==> config.mk <==
export PLATFORM = sky130hd
export DESIGN_NAME = ps2_rx_sequencer
export DESIGN_NICKNAME = d
export VERILOG_FILES = /design/src/rtl/ps2_rx_sequencer.sv
export SDC_FILE = /design/constraint.sdc
export NUM_CORES = 1
export LEC_CHECK = 0
export CORE_UTILIZATION = 60
export CTS_CLUSTER_DIAMETER = 40
export DETAILED_ROUTE_END_ITERATION = 6
export GPL_TIMING_DRIVEN = 0
export PLACE_DENSITY = 0.88
export SLEW_MARGIN = 20
export SYNTH_ARGS = -nofsm -noshare
export SYNTH_HDL_FRONTEND = slang
export SYNTH_SLANG_ARGS = --single-unit
==> constraint.sdc <==
create_clock -name clk_i -period 2.5 [get_ports clk_i]
set_clock_uncertainty 0.1 [all_clocks]
set_input_delay 0.5 -clock clk_i [delete_from_list [all_inputs] [get_ports clk_i]]
set_output_delay 0.5 -clock clk_i [all_outputs]
set_load 0.01 [all_outputs]
==> src/rtl/ps2_rx_sequencer.sv <==
// PS/2 receive controller: line conditioning, frame sequencing, E0/F0 prefix
// decoding and a small key-event FIFO with a valid/ready handshake.
module ps2_rx_sequencer #(
  parameter int FILT_LEN    = 4,
  parameter int TIMEOUT_CYC = 100000,
  parameter int FIFO_DEPTH  = 4
) (
  input  logic       clk_i,
  input  logic       rstn_i,
  input  logic       ps2_clk_i,
  input  logic       ps2_data_i,
  input  logic       evt_ready_i,
  input  logic       clr_err_i,
  output logic       evt_valid_o,
  output logic [7:0] evt_code_o,
  output logic       evt_ext_o,
  output logic       evt_brk_o,
  output logic       frame_err_o,
  output logic       fifo_ovf_o
);
  localparam int FCW = $clog2(FILT_LEN + 1);
  localparam int TCW = $clog2(TIMEOUT_CYC + 1);
  localparam int PW  = $clog2(FIFO_DEPTH);
  localparam logic [PW:0] DEPTH_C = (PW+1)'(FIFO_DEPTH);

  typedef enum logic {IDLE, SHIFT} frameState_e;
  typedef enum logic [1:0] {D_BASE, D_EXT, D_BRK, D_EXT_BRK} decState_e;

  logic [1:0]     clkSync_q, dataSync_q;
  logic [FCW-1:0] clkCnt_q, dataCnt_q;
  logic           clkFilt_q, dataFilt_q, clkFiltPrev_q, fallPulse_q;

  // Idle bus is high, so synchronizers and filters come out of reset at 1.
  always_ff @(posedge clk_i or negedge rstn_i) begin
    if (!rstn_i) begin
      clkSync_q     <= 2'b11;
      dataSync_q    <= 2'b11;
      clkCnt_q      <= '0;
      dataCnt_q     <= '0;
      clkFilt_q     <= 1'b1;
      dataFilt_q    <= 1'b1;
      clkFiltPrev_q <= 1'b1;
      fallPulse_q   <= 1'b0;
    end else begin
      clkSync_q  <= {clkSync_q[0], ps2_clk_i};
      dataSync_q <= {dataSync_q[0], ps2_data_i};
      if (clkSync_q[1] == clkFilt_q) begin
        clkCnt_q <= '0;
      end else if (clkCnt_q == FCW'(FILT_LEN - 1)) begin
        clkFilt_q <= clkSync_q[1];
        clkCnt_q  <= '0;
      end else begin
        clkCnt_q <= clkCnt_q + 1'b1;
      end
      if (dataSync_q[1] == dataFilt_q) begin
        dataCnt_q <= '0;
      end else if (dataCnt_q == FCW'(FILT_LEN - 1)) begin
        dataFilt_q <= dataSync_q[1];
        dataCnt_q  <= '0;
      end else begin
        dataCnt_q <= dataCnt_q + 1'b1;
      end
      clkFiltPrev_q <= clkFilt_q;
      fallPulse_q   <= clkFiltPrev_q & ~clkFilt_q;
    end
  end

  frameState_e    fState_q, fState_d;
  logic [3:0]     bitCnt_q, bitCnt_d;
  logic [7:0]     shift_q, shift_d;
  logic           parity_q, parity_d;
  logic [TCW-1:0] toCnt_q, toCnt_d;
  logic           byteOk_q, byteOk_d, frameBad_q, frameBad_d;

  always_ff @(posedge clk_i or negedge rstn_i) begin
    if (!rstn_i) begin
      fState_q   <= IDLE;
      bitCnt_q   <= '0;
      shift_q    <= '0;
      parity_q   <= 1'b0;
      toCnt_q    <= '0;
      byteOk_q   <= 1'b0;
      frameBad_q <= 1'b0;
    end else begin
      fState_q   <= fState_d;
      bitCnt_q   <= bitCnt_d;
      shift_q    <= shift_d;
      parity_q   <= parity_d;
      toCnt_q    <= toCnt_d;
      byteOk_q   <= byteOk_d;
      frameBad_q <= frameBad_d;
    end
  end

  // bitCnt_q holds the index of the next bit expected on a falling edge.
  always_comb begin
    fState_d   = fState_q;
    bitCnt_d   = bitCnt_q;
    shift_d    = shift_q;
    parity_d   = parity_q;
    toCnt_d    = toCnt_q;
    byteOk_d   = 1'b0;
    frameBad_d = 1'b0;
    case (fState_q)
      IDLE: begin
        toCnt_d = '0;
        if (fallPulse_q && !dataFilt_q) begin
          fState_d = SHIFT;
          bitCnt_d = 4'd1;
        end
      end
      SHIFT: begin
        if (fallPulse_q) begin
          toCnt_d  = '0;
          bitCnt_d = bitCnt_q + 4'd1;
          if (bitCnt_q <= 4'd8) begin
            shift_d = {dataFilt_q, shift_q[7:1]};
          end else if (bitCnt_q == 4'd9) begin
            parity_d = dataFilt_q;
          end else begin
            fState_d = IDLE;
            if (((^shift_q) ^ parity_q) && dataFilt_q) byteOk_d = 1'b1;
            else frameBad_d = 1'b1;
          end
        end else if (toCnt_q == TCW'(TIMEOUT_CYC - 1)) begin
          fState_d   = IDLE;
          frameBad_d = 1'b1;
        end else begin
          toCnt_d = toCnt_q + 1'b1;
        end
      end
    endcase
  end

  decState_e  dState_q, dState_d;
  logic       push_q, push_d;
  logic [9:0] pushData_q, pushData_d;

  always_ff @(posedge clk_i or negedge rstn_i) begin
    if (!rstn_i) begin
      dState_q   <= D_BASE;
      push_q     <= 1'b0;
      pushData_q <= '0;
    end else begin
      dState_q   <= dState_d;
      push_q     <= push_d;
      pushData_q <= pushData_d;
    end
  end

  always_comb begin
    dState_d   = dState_q;
    push_d     = 1'b0;
    pushData_d = pushData_q;
    if (frameBad_q) begin
      dState_d = D_BASE;
    end else if (byteOk_q) begin
      if (shift_q == 8'hE0) begin
        dState_d = D_EXT;
      end else if (shift_q == 8'hF0) begin
        dState_d = (dState_q == D_EXT || dState_q == D_EXT_BRK) ? D_EXT_BRK : D_BRK;
      end else begin
        push_d     = 1'b1;
        pushData_d = {shift_q, (dState_q == D_EXT || dState_q == D_EXT_BRK),
                      (dState_q == D_BRK || dState_q == D_EXT_BRK)};
        dState_d   = D_BASE;
      end
    end
  end

  logic [9:0]    mem_q [FIFO_DEPTH];
  logic [PW-1:0] wrPtr_q, rdPtr_q;
  logic [PW:0]   count_q;
  logic          pop, full, doPush;
  logic          frameErr_q, ovf_q;

  assign evt_valid_o = (count_q != '0);
  assign pop         = evt_valid_o && evt_ready_i;
  assign full        = (count_q == DEPTH_C);
  assign doPush      = push_q && (!full || pop);

  assign {evt_code_o, evt_ext_o, evt_brk_o} = evt_valid_o ? mem_q[rdPtr_q] : 10'd0;
  assign frame_err_o = frameErr_q;
  assign fifo_ovf_o  = ovf_q;

  always_ff @(posedge clk_i) begin
    if (doPush) mem_q[wrPtr_q] <= pushData_q;
  end

  // A set in the same cycle as clr_err keeps the sticky flag high.
  always_ff @(posedge clk_i or negedge rstn_i) begin
    if (!rstn_i) begin
      wrPtr_q    <= '0;
      rdPtr_q    <= '0;
      count_q    <= '0;
      frameErr_q <= 1'b0;
      ovf_q      <= 1'b0;
    end else begin
      if (doPush) wrPtr_q <= wrPtr_q + 1'b1;
      if (pop) rdPtr_q <= rdPtr_q + 1'b1;
      case ({doPush, pop})
        2'b10:   count_q <= count_q + 1'b1;
        2'b01:   count_q <= count_q - 1'b1;
        default: ;
      endcase
      frameErr_q <= frameBad_q | (frameErr_q & ~clr_err_i);
      ovf_q      <= (push_q & full & ~pop) | (ovf_q & ~clr_err_i);
    end
  end
endmodule

==> metrics <==
outcome completed; Syn Inst Count 358; Initial Util 0.621; Vias/cell 5.71; largest family of logic cells by synthesized area simple AND/OR/NAND/NOR gates; initial antenna violation count 0; Tcrit/Tclk final 0.975; first-pass GRT wire length 13.3 mm; CTS tree done; worst slew pin tran 0.902 ns; Synth Area in Adders 0.0433; vias after detailed routing 2,862; post-synthesis mux area share 0.0883; critical path endpoint evt_brk_o; Num CTS Buffers 9; Critical R2R Launch count_q[2]; Core Region 7730 um2; Post-synth EDFFs 40; Clock Pin Slew Worst Setup and Hold Paths around 0.1 ns; Final nets 416; Die X 91.5 um; H-Tree Depth 3; main flop type after synthesis dfrtp_1; sequential share of power 0.463; P_sw 0.00161 W; min Tclk post-route 2.44 ns; synthesized area 4800 um2; reg2reg end count_q[2]; Filler cells 535; Worst slew margin 0.393; Rows 32; post-synthesis compound-gate area fraction 0.0706; Hold Path Depth 0; Max Buffers Root-to-Sink 2; cell-internal power 0.00341 W; PwrDens 937 nW/um2; Max VDD drop 0.678 mV; Pre-Repair DR Iteration Count 4; number of synthesized register bits 109; Area growth syn-to-layout 11.6%; detailed-route DRC error count 0; antenna cells 0; Synth Area in XOR/XNOR 0.0320; drt wl/cell 15.7 um; Hold Fails Final Rpt 0; grt total ovfl 0; max cap viols 0; Simple-Gate Fraction of Synth Area 0.132; most common cell after layout, fill and taps aside dfrtp_1; setup violators final 0; I/O Pins 19; commonest non-fill, non-tap cells in the layout dfrtp_1 (62), edfxtp_1 (40), nand2_1 (21), o21ai_0 (20), inv_1 (16); initial DRC count roughly 70; antenna-violating nets left 0; Clock Latency Late Sink around 0.37 ns; drt total wl about 7.8 mm; vias in the first global route 2,938; Final Slew Violations 0; number of port buffers 17; CP max FO 2; RSZ-0062 raised after global routing no; Power Total 0.00502 W; Startpoint Class register; Sink Count about 110; layout cells sized above 1 0.198; synth unique cells 59; flop2flop setup slack 0.16 ns; Placer Congestion around 0.77; Die ar. 8360 um2; CTS Root Buffer Type clkbuf_8; Mapped Avg Cell Area 13.4 um2; Fmax 0.410 GHz; switch share 0.321; WP data arrival approximately 1.8 ns; Crit Path Class reg2out; worst min path class reg2reg; Combinational Power Share 0.351; Final TNS setup 0 ns; Overall Global Routing Usage 0.207; register area share after synthesis 0.612; Synth Net Count 380; Die Height 91.5 um; area of the multi-input gates 1770 um2; largest net degree at the start of global routing 54; Reg2Reg Depth 7; share of synthesized flip-flops with an asynchronous set or reset 0.633; dpl hpwl approximately 5.3 mm; clock group share of total power 0.186; register area ~2900 um2; Synth warnings 0; origin of the worst setup path rdPtr_q[0]; Setup crit end kind primary output; Lkg Pwr approximately 2.2 nW; Crit path required time 1.90 ns
==> routing by layer <==
| metal | GRT usage | vias up | wire [um] |
|---|---|---|---|
| li1 | - | 1367 | - |
| met1 | 0.252 | 1418 | 3310 |
| met2 | 0.362 | 58 | 4130 |
| met3 | 0.0360 | 19 | 229 |
| met4 | 0.0939 | 0 | 178 |
| met5 | 0 | - | 0 |
==> power by group through the flow <==
stage | Clock [W] | Sequential [W] | Combinational, W
6_report | 0.000933 | 0.00233 | 0.00176
5_1_grt | 0.00102 | 0.00236 | 0.00196
4_1_cts | 0.000953 | 0.00233 | 0.00182
3_5_place_dp | 0 | 0.00238 | 0.00167
3_3_place_gp | 0 | 0.00236 | 0.00159
2_1_floorplan | 0 | 0.00232 | 0.00117
==> state kept, by name (all words and copies together), names as in the netlist, 2 cells and up <==
name,count
bitCnt_q,4
clkCnt_q,3
clkSync_q,2
count_q,3
dState_q,2
dataCnt_q,3
dataSync_q,2
mem_q,40
pushData_q,10
rdPtr_q,2
shift_q,8
toCnt_q,17
wrPtr_q,2
==> worst min path at each step <==
stage,startpoint,end
global placement,dataSync_q[0],dataSync_q[1]
detailed placement,dataSync_q[0],dataSync_q[1]
global route,dataSync_q[0],dataSync_q[1]
finish,dataSync_q[0],dataSync_q[1]
CTS,dataSync_q[0],dataSync_q[1]
floorplan,rstn_i,bitCnt_q[0]
==> through the flow <==
stage	worst slack [ns]	instance area (um2)	utilization	cells	hold slack, ns
6_report	0.0619	5360	0.693	501	0.254
5_1_grt	0.00110	5360	0.693	501	0.268
4_1_cts	-0.000342	5400	0.699	501	0.261
3_5_place_dp	-0.0670	5120	0.663	478	0.249
3_3_place_gp	-1.34	5100	0.660	477	0.246
2_1_floorplan	0.0788	4800	-	358	0.104
==> final cells by class <==
class | instances | share of cell area
plain buffers | 12 | 0.0110
clock buffers | 11 | 0.0245
clock inverters | 5 | 0.00724
inverters | 16 | 0.0112
multi-input cells | 221 | 0.330
flip-flops and latches | 109 | 0.548
well taps | 102 | 0.0238
repair buffers | 25 | 0.0441
==> synth_stat cells (5+ instances only) <==
library cell,instances,area [um2]
o21ai_0,20,100
nor2_1,12,45.0
nand2b_1,7,43.8
edfxtp_1,40,1200
nand3_1,7,35.0
clkbuf_1,10,37.5
dfstp_2,7,184
xnor2_1,11,96.3
inv_1,16,60.1
nor3_1,5,25.0
mux4_2,10,225
a21oi_1,13,65.1
dfrtp_1,62,1550
nand2_1,21,78.8
mux2_2,15,169
nor2b_1,5,31.3
ha_1,15,188
and2_1,17,106
==> critical path, cell delays in order, from the launching register on <==
cell             delay [ns]
dfrtp_1                0.39
buf_6                  0.12
buf_4                  0.11
mux4_2                 0.47
and2_1                 0.16
clkdlybuf4s15_1        0.22
==> logic make-up after synthesis <==
kind of cell,after synthesis
AO/OA/AOI/OAI,55
flip-flops,109
buffers and inverters,28
XOR/XNOR,16
adder cells (fa/ha/maj),16
multiplexers,28
AND/OR/NAND/NOR,106
==> what timing repair did <==
| item | CTS | global route |
|---|---|---|
| hold buffers | 1 | 0 |
| setup buffers | 5 | 0 |
| hold endpoints to repair | 16 | 0 |
| gates resized for setup | 30 | 12 |
| cloned | 1 | 0 |
| setup endpoints to repair | 11 | 11 |
Power figures use the tool's default switching activity.
